## src/rtl/riscv_rf_wb_arbiter.sv

```systemverilog
// riscv_rf_wb_arbiter
//
// Write-side initiator for the 64-bit x 32 integer register file. Merges the
// single-cycle pipeline writeback with long-latency (mul/div) results into the
// register file's single write port. Long-latency results wait in a small FIFO
// and drain into free write slots. A FIFO that has been blocked for STARVE_MAX
// consecutive cycles takes the slot from the pipeline. A per-register busy
// scoreboard lets decode stall on pending long-latency destinations.
//
// Optional feature macro: RISCV_WBARB_FWD_EN adds rsN forwarding outputs that
// expose this cycle's write to decode and mask the matching busy bit.
//
// Ports:
//   i_riscv_wbarb_clk             clock, rising edge
//   i_riscv_rf_rst                asynchronous active-high reset
//   i_riscv_wbarb_pipe_*          pipeline writeback (regwrite, rdaddr, rddata)
//   o_riscv_wbarb_pipe_stall      pipeline write not taken; pipe holds it
//   i/o_riscv_wbarb_ll_*          long-latency result handshake (valid/ready)
//   i_riscv_wbarb_issue_*         long-latency issue, sets busy[rd]
//   i_riscv_wbarb_rs1/2addr       decode sources
//   o_riscv_wbarb_rs1/2_busy      source has a pending long-latency write
//   o_riscv_wbarb_rs1/2_fwd_*     (RISCV_WBARB_FWD_EN) same-cycle write bypass
//   o_riscv_rf_*                  register file write port (combinational)

module riscv_rf_wb_arbiter #(
    parameter int unsigned DEPTH      = 4,
    parameter int unsigned STARVE_MAX = 8
) (
    input  logic        i_riscv_wbarb_clk,
    input  logic        i_riscv_rf_rst,
    input  logic        i_riscv_wbarb_pipe_regwrite,
    input  logic [4:0]  i_riscv_wbarb_pipe_rdaddr,
    input  logic [63:0] i_riscv_wbarb_pipe_rddata,
    output logic        o_riscv_wbarb_pipe_stall,
    input  logic        i_riscv_wbarb_ll_valid,
    output logic        o_riscv_wbarb_ll_ready,
    input  logic [4:0]  i_riscv_wbarb_ll_rdaddr,
    input  logic [63:0] i_riscv_wbarb_ll_rddata,
    input  logic        i_riscv_wbarb_issue_valid,
    input  logic [4:0]  i_riscv_wbarb_issue_rdaddr,
    input  logic [4:0]  i_riscv_wbarb_rs1addr,
    input  logic [4:0]  i_riscv_wbarb_rs2addr,
    output logic        o_riscv_wbarb_rs1_busy,
    output logic        o_riscv_wbarb_rs2_busy,
`ifdef RISCV_WBARB_FWD_EN
    output logic        o_riscv_wbarb_rs1_fwd_valid,
    output logic [63:0] o_riscv_wbarb_rs1_fwd_data,
    output logic        o_riscv_wbarb_rs2_fwd_valid,
    output logic [63:0] o_riscv_wbarb_rs2_fwd_data,
`endif
    output logic        o_riscv_rf_regwrite,
    output logic [4:0]  o_riscv_rf_rdaddr,
    output logic [63:0] o_riscv_rf_rddata
);

    localparam int unsigned AW = $clog2(DEPTH);
    localparam int unsigned CW = $clog2(STARVE_MAX + 1);
    localparam logic [CW-1:0] StarveMax = CW'(STARVE_MAX);

    // Pointers carry one extra wrap bit to tell full from empty.
    logic [AW:0]    wr_ptr_q, wr_ptr_d;
    logic [AW:0]    rd_ptr_q, rd_ptr_d;
    logic [4:0]     fifo_rd_q   [DEPTH];
    logic [63:0]    fifo_data_q [DEPTH];
    logic [CW-1:0]  starve_q, starve_d;
    logic [31:0]    busy_q, busy_d;

    logic           fifo_empty, fifo_full;
    logic [4:0]     head_rd;
    logic [63:0]    head_data;
    logic           pipe_wr, starved, pop, push, ll_ready;
    logic           rf_we;
    logic [4:0]     rf_addr;
    logic [63:0]    rf_data;

    assign fifo_empty = (wr_ptr_q == rd_ptr_q);
    assign fifo_full  = (wr_ptr_q[AW] != rd_ptr_q[AW]) &&
                        (wr_ptr_q[AW-1:0] == rd_ptr_q[AW-1:0]);
    assign head_rd    = fifo_rd_q[rd_ptr_q[AW-1:0]];
    assign head_data  = fifo_data_q[rd_ptr_q[AW-1:0]];

    // x0 pipe writes are discarded and leave the slot free.
    assign pipe_wr  = i_riscv_wbarb_pipe_regwrite && (i_riscv_wbarb_pipe_rdaddr != 5'd0);
    assign starved  = !fifo_empty && (starve_q == StarveMax);
    assign pop      = !fifo_empty && (starved || !pipe_wr);
    // Full comes from registered pointers, so a pop does not reopen ready in
    // the same cycle.
    assign ll_ready = !fifo_full && !i_riscv_rf_rst;
    // rd==0 results complete the handshake but are not stored.
    assign push     = i_riscv_wbarb_ll_valid && ll_ready && (i_riscv_wbarb_ll_rdaddr != 5'd0);

    always_comb begin
        rf_we   = 1'b0;
        rf_addr = 5'd0;
        rf_data = 64'd0;
        if (!i_riscv_rf_rst) begin
            if (pop) begin
                rf_we   = 1'b1;
                rf_addr = head_rd;
                rf_data = head_data;
            end else if (pipe_wr) begin
                rf_we   = 1'b1;
                rf_addr = i_riscv_wbarb_pipe_rdaddr;
                rf_data = i_riscv_wbarb_pipe_rddata;
            end
        end
    end

    // A pop with a live pipe write only happens when the FIFO is starved.
    assign o_riscv_wbarb_pipe_stall = !i_riscv_rf_rst && pipe_wr && starved;
    assign o_riscv_wbarb_ll_ready   = ll_ready;
    assign o_riscv_rf_regwrite      = rf_we;
    assign o_riscv_rf_rdaddr        = rf_addr;
    assign o_riscv_rf_rddata        = rf_data;

    always_comb begin
        wr_ptr_d = wr_ptr_q + (AW + 1)'(push);
        rd_ptr_d = rd_ptr_q + (AW + 1)'(pop);

        starve_d = starve_q;
        if (fifo_empty || pop) begin
            starve_d = '0;
        end else if (starve_q != StarveMax) begin
            starve_d = starve_q + 1'b1;
        end

        // Clear before set so a same-cycle issue to the draining rd wins.
        busy_d = busy_q;
        if (pop) begin
            busy_d[head_rd] = 1'b0;
        end
        if (i_riscv_wbarb_issue_valid && (i_riscv_wbarb_issue_rdaddr != 5'd0)) begin
            busy_d[i_riscv_wbarb_issue_rdaddr] = 1'b1;
        end
        busy_d[0] = 1'b0;
    end

    always_ff @(posedge i_riscv_wbarb_clk or posedge i_riscv_rf_rst) begin
        if (i_riscv_rf_rst) begin
            wr_ptr_q <= '0;
            rd_ptr_q <= '0;
            starve_q <= '0;
            busy_q   <= '0;
        end else begin
            wr_ptr_q <= wr_ptr_d;
            rd_ptr_q <= rd_ptr_d;
            starve_q <= starve_d;
            busy_q   <= busy_d;
        end
    end

    // Storage needs no reset: entries are only read between the pointers.
    always_ff @(posedge i_riscv_wbarb_clk) begin
        if (push) begin
            fifo_rd_q[wr_ptr_q[AW-1:0]]   <= i_riscv_wbarb_ll_rdaddr;
            fifo_data_q[wr_ptr_q[AW-1:0]] <= i_riscv_wbarb_ll_rddata;
        end
    end

`ifdef RISCV_WBARB_FWD_EN
    logic fwd1, fwd2;

    assign fwd1 = rf_we && (rf_addr == i_riscv_wbarb_rs1addr) && (i_riscv_wbarb_rs1addr != 5'd0);
    assign fwd2 = rf_we && (rf_addr == i_riscv_wbarb_rs2addr) && (i_riscv_wbarb_rs2addr != 5'd0);

    assign o_riscv_wbarb_rs1_fwd_valid = fwd1;
    assign o_riscv_wbarb_rs1_fwd_data  = rf_data;
    assign o_riscv_wbarb_rs2_fwd_valid = fwd2;
    assign o_riscv_wbarb_rs2_fwd_data  = rf_data;
    // The value is available this cycle, so decode need not wait on it.
    assign o_riscv_wbarb_rs1_busy = busy_q[i_riscv_wbarb_rs1addr] && !fwd1;
    assign o_riscv_wbarb_rs2_busy = busy_q[i_riscv_wbarb_rs2addr] && !fwd2;
`else
    assign o_riscv_wbarb_rs1_busy = busy_q[i_riscv_wbarb_rs1addr];
    assign o_riscv_wbarb_rs2_busy = busy_q[i_riscv_wbarb_rs2addr];
`endif

endmodule

```

## config.mk

```make
export PLATFORM = sky130hd
export DESIGN_NAME = riscv_rf_wb_arbiter
export DESIGN_NICKNAME = d
export VERILOG_FILES = /design/src/rtl/riscv_rf_wb_arbiter.sv
export SDC_FILE = /design/constraint.sdc
export NUM_CORES = 1
export LEC_CHECK = 0
export ABC_CLOCK_PERIOD_IN_PS = 8970
export CAP_MARGIN = 20
export CORE_ASPECT_RATIO = 0.8
export CORE_MARGIN = 2
export CORE_UTILIZATION = 45
export CTS_CLUSTER_DIAMETER = 30
export DETAILED_ROUTE_END_ITERATION = 6
export PLACE_DENSITY = 0.73
export SLEW_MARGIN = 0
export SYNTH_ARGS = -nofsm -noshare
export SYNTH_HDL_FRONTEND = slang
export SYNTH_SLANG_ARGS = --single-unit
```

## constraint.sdc

```tcl
create_clock -name i_riscv_wbarb_clk -period 8.97 [get_ports i_riscv_wbarb_clk]
set_clock_uncertainty 0.05 [all_clocks]
set_input_delay 1.3455 -clock i_riscv_wbarb_clk [delete_from_list [all_inputs] [get_ports i_riscv_wbarb_clk]]
set_output_delay 1.3455 -clock i_riscv_wbarb_clk [all_outputs]
set_load 0.005 [all_outputs]
```

### Word level (Yosys, flattened, before mapping)

Memories as Yosys holds them, arrays and structs flattened.
Cells that the tools add are included.

* add/sub/neg operators: 3
* order comparisons: 6
* eq/ne operators: 5
* muxes and demuxes: 23
* bitwise logic cells: 3
* reduce and logical (&&, ||, !) cells: 22

Operators by type and width (number)
* $mux W64: 3
* $mux W32: 2
* $and A32 B32 Y32: 1
* $not A32 Y32: 1
* $or A32 B32 Y32: 1
* $lt A5 B6 Y1 const B: 4
* $mux W5: 3
* $reduce_bool A5 Y1: 3
* $logic_and A1 B1 Y1: 12
* $bmux W1 S5: 2
* $demux W1 S5: 2
* $ge A5 B1 Y1 const B: 2
* $mux W1: 9
* $mux W4: 2
* $add A3 B1 Y3: 2
* $add A4 B1 Y4 const B: 1
* $eq A4 B4 Y1 const B: 1
* $logic_not A1 Y1: 4
* $ne A4 B4 Y1 const B: 1
* $eq A3 B3 Y1: 1
* $eq A2 B2 Y1: 1
* $logic_or A1 B1 Y1: 2
* $reduce_bool A2 Y1: 1
* $ne A1 B1 Y1: 1

* flip-flop bits (word level): 41
* RAM bits: 276
* input bits: 158
* output and inout port bits: 74
* word-level logic and storage cells: 68
* memories kept: 2

Memory list
* fifo_data_q: words 4, bits a word 64, read ports 1, clocked after Yosys merged registers in 0, write ports 1, line 64 `logic [63:0] fifo_data_q [DEPTH];`
* fifo_rd_q: words 4, bits a word 5, read ports 1, clocked after Yosys merged registers in 0, write ports 1, line 63 `logic [4:0] fifo_rd_q [DEPTH];`

### Longest topological paths before layout

An unclocked memory read counts as a cell.

* word-level depth: 10
* gate-level depth with buffers: 9
* gate-level depth less buffers: 7

### Least setup slack after synthesis

Ideal clock, no wire load.

* path type: input to register
* start: in i_riscv_rf_rst
* end: mem fifo_data_q[1][0] (enable)
* library setup time: 0.595 ns
* arrival: 6.839 ns
* required time: 8.325 ns
* path slack: 1.486 ns
* stages: 3
* buffers on the path: 0
* cells stage by stage: a31oi_1 -> o211ai_1 -> nor3b_1

* longest elaborated chain between the ends: 6

Ends and longest elaborated chain
* start, declared: line 30 `input logic i_riscv_rf_rst,`
* $logic_not A1 Y1 (no line)
* $logic_and A1 B1 Y1: line 88 `assign ll_ready = !fifo_full && !i_riscv_rf_rst;`
* $logic_and A1 B1 Y1 (2 in series): line 90 `assign push = i_riscv_wbarb_ll_valid && ll_ready && (i_riscv_wbarb_ll_rdaddr != 5'd0);`
* $mux W1: line 154 `if (push) begin`
* $mux W1 (implied by the code): line 156 `fifo_data_q[wr_ptr_q[AW-1:0]] <= i_riscv_wbarb_ll_rddata;`
* end, declared: line 64

No other way between the ends.

### Final worst setup path

* start: in i_riscv_wbarb_pipe_rdaddr[0]
* end: out o_riscv_rf_rddata[62]

* longest elaborated chain between the ends: 7
* elaborated cells on any way between the ends: 8
* those cells by class: mux (3); reduce/logical (5)

Ends and longest elaborated chain
* start, declared: line 32 `input logic [4:0] i_riscv_wbarb_pipe_rdaddr,`
* $reduce_bool A5 Y1 *: line 83 `assign pipe_wr = i_riscv_wbarb_pipe_regwrite && (i_riscv_wbarb_pipe_rdaddr != 5'd0);`
* $logic_and A1 B1 Y1 *: line 83
* $logic_not A1 Y1: line 85 `assign pop = !fifo_empty && (starved || !pipe_wr);`
* $logic_or A1 B1 Y1: line 85
* $logic_and A1 B1 Y1: line 85
* $mux W64 *: line 97 `if (pop) begin`
* $mux W64 *: line 96 `if (!i_riscv_rf_rst) begin`
* end, declared: line 53 `output logic [63:0] o_riscv_rf_rddata`

Every way passes the cells marked *; elsewhere a longest branch is shown, timed or not.

==> flow_summary_export.csv <==
group,metric,value,unit
outcome,status,"complete, no violations",
final_layout,multi_input_area,0.004225,sq mm
yosys,syn_inst,888,
final_layout,final_util,0.6061,
run,maxCapViolCount,0,
detailed_routing,firstDrtPassIters,5,
floorplanning,start_util,0.4567,
floorplanning,row_count,57,
pwr,p_per_area,317.5,mW/mm^2
critical_path,crit_required,7570,ps
detailed_routing,routedWlPerCell,21.01,um
cts,clkTransAtPathRegs,60,ps
critical_path,cp-end-kind,"primary output",
global_route,grt_pass1_vias,9216,
yosys,synth_area_per_cell,15.62,sq um
cts,h-tree-depth,2,
cts,post_cts_resized,0,
yosys,synthMuxAreaShare,0.1386,
yosys,yosys.area.top_type,"edfxtp_1",
sta,slew_violations,0,
sta,rsz0062_at_grt,"no",
yosys,synth.most_common_cell,"edfxtp_1",
yosys,yosysSeqAreaShare,0.6713,
yosys,ys_ff_latch,317,
floorplanning,die-area,0.03226,sq mm
detailed_routing,vias_per_cell,5.649,
placed_design,placed_cells,1480,
global_route,grt_max_degree,74,
final_layout,drive_gt1_frac,0.1811,
floorplanning,io_pins,232,
yosys,synth_area_leaders,"edfxtp_1 60%, mux4_2 13%, dfrtp_1 7.4%, a21oi_1 3.2%, nand3_1 2.5%",
detailed_routing,final_antenna_net_count,0,
pwr,leakage,6.191,nW
final_layout,final_nets,1286,
final_layout,fillCellCount,2341,
sta,finalHoldViolCount,0,
yosys,synth_xor_xnor_area_share,0.005050,
hold_path,min_path_cells,1,
yosys,synthArstFlopShare,0.1293,
critical_path,crit_path_max_fanout,37,
cts,postCtsHoldBufs,0,
global_route,antenna_found_initial,5,
sta,period_share,0.6610,
yosys,synthAdderAreaFrac,0.004509,
placed_design,gp_congestion,0.8536,
sta,final.setup.tns,0,ps
cts,cts_buffers,53,
final_layout,stdcell_count,1580,
final_layout,seq_area,0.009321,sq mm
sta,timing.fmax,168.7,MHz
cts,cts_setup_buffers,0,
placed_design,io_buffers,231,
yosys,synth_commonest_cells,"276 x edfxtp_1, 88 x a21oi_1, 83 x mux4_2",
yosys,synth_edf_count,276,
critical_path,cp-start-kind,"input port",
detailed_routing,finalWirelength,33190,um
sta,finalSetupViolCount,0,
yosys,yosysWarnings,0,
yosys,synth_top_family_by_area,"multiplexers",
yosys,synth_ff_type,"edfxtp_1",
detailed_routing,drtIter0Drc,555,
global_route,grt_pass1_wl,51590,um
critical_path,critPathKind,"input port to primary output",
yosys,yosysTopAreaCellShare,0.5973,
detailed_routing,drc_errors,0,
cts,cts_root_buffer,"clkbuf_16",
global_route,grt_overflow,0,
cts,cts.path.max_buffers,3,
cts,cts.sinks,317,
sta,fin_crit,5929,ps
critical_path,reg2reg_depth,4,
final_layout,area_delta_synth_final,32.73,%
detailed_routing,num_vias,8926,
global_route,grt_usage,0.2059,
cts,cts_tree,"done",
floorplanning,core,0.03038,sq mm
critical_path,cp.arrival,4530,ps
yosys,synth_simple_gate_area_frac,0.08684,
pwr,vdd_drop_max,0.2266,mV
floorplanning,die_h,161.1,um
yosys,synth_nets,1051,
sta,max_slew_margin,0.3858,
yosys,ys_types,49,
floorplanning,die_w,200.3,um
sta,max_slew.worst_pin.slew,921.2,ps
yosys,netlist_area,0.01387,sq mm
hold_path,hold_class,"flip-flop to flip-flop",
placed_design,hpwl,20490,um
cts,clock_latency,540,ps
yosys,synth_compound_area_frac,0.06791,
==> registers in the layout, indices dropped and copies added, names as in the netlist <==
register     count
busy_q          31
starve_q         4
rd_ptr_q         3
fifo_data_q    256
wr_ptr_q         3
fifo_rd_q       20
==> cells in the final DEF, fill, tap and decap left out, drive strengths merged, types with 3 or more instances in the layout <==
| master | n |
|---|---|
| nand3 | 68 |
| edfxtp | 276 |
| nand4 | 5 |
| inv | 19 |
| nand3b | 4 |
| a31oi | 9 |
| clkdlybuf4s50 | 231 |
| buf | 16 |
| a22o | 4 |
| xor2 | 4 |
| mux2 | 3 |
| nand4b | 5 |
| a21oi | 88 |
| clkinvlp | 5 |
| bufinv | 7 |
| nand2 | 4 |
| clkinv | 18 |
| nor2b | 5 |
| nand2b | 3 |
| or4 | 4 |
| o21ai | 65 |
| ha | 5 |
| nor3b | 10 |
| nor2 | 74 |
| xnor2 | 4 |
| o211ai | 3 |
| nand4bb | 3 |
| clkbuf | 56 |
| mux4 | 83 |
| dfrtp | 41 |
| nor3 | 18 |
==> worst paths after layout <==
check / start / end / slack [ps]
worst max-delay path: i_riscv_wbarb_pipe_rdaddr[0] / o_riscv_rf_rddata[62] / 3040
worst min-delay path: wr_ptr_q[2]$_DFF_PP0_ / wr_ptr_q[2]$_DFF_PP0_ / 430
worst max register to register: rd_ptr_q[0]$_DFF_PP0_ / busy_q[7]$_DFF_PP0_ / 5490
worst min register to register: wr_ptr_q[2]$_DFF_PP0_ / wr_ptr_q[2]$_DFF_PP0_ / 430
max in group asynchronous: i_riscv_rf_rst / rd_ptr_q[1]$_DFF_PP0_ / 6940
min in group asynchronous: i_riscv_rf_rst / busy_q[6]$_DFF_PP0_ / 1520
==> metrics by stage <==
step	area, sq um	setup WS (ps)	total power (W)	hold slack, ps
final	18420	3041	0.005847	431.0
after global routing	18410	2885	0.006138	452.4
after CTS	18380	3055	0.005908	434.9
after detailed placement	16520	3079	0.003831	425.1
after global placement	16520	3162	0.003795	423.2
after floorplan	13870	1486	0.003171	403.0
==> kinds of logic (layout without fill, tap and decap cells) <==
group,after synthesis,after routing
DFF,317,317
and+or+nand+nor,219,219
AOI/OAI and AO/OA,176,176
muxes,88,88
buffers and inverters,75,352
xor gates and xnor gates,8,8
adders and majority gates,5,5
other,0,2
==> power by group <==
part / internal [W] / leakage, nW / switching [W]
logic: 0.000866 / 2.28 / 0.000890
clock network: 0.00134 / 0.905 / 0.000723
registers: 0.00186 / 3.00 / 0.000171
==> metal layers <==
metal  routed length [um]  part of all wire  global-route usage  vias up
met5                   27           0.00081                   0        -
met4                  684             0.021             0.05993        4
met3                 2591             0.078             0.05549       59
met2                15490              0.47              0.3297      345
met1                14400              0.43              0.2801     4485
li1                     -                 -                   -     4033
==> critical path, stage by stage <==
cell and delay, ps:
clkdlybuf4s50_1 430, or4_4 560, o21ai_0 480, a21o_2 630, buf_4 490, a21oi_1 100
clkdlybuf4s50_1 470
==> layout make-up <==
| class | instances | share of cell area |
|---|---|---|
| multi-input combinational | 496 | 0.2294 |
| antenna | 2 | 0.0002718 |
| tap | 413 | 0.02806 |
| inverter | 8 | 0.001631 |
| sequential | 317 | 0.5062 |
| clock buffer | 56 | 0.07494 |
| clock inverter | 41 | 0.02629 |
| timing repair buffer | 247 | 0.1332 |
Note: power is estimated with default switching activity, not from simulation.
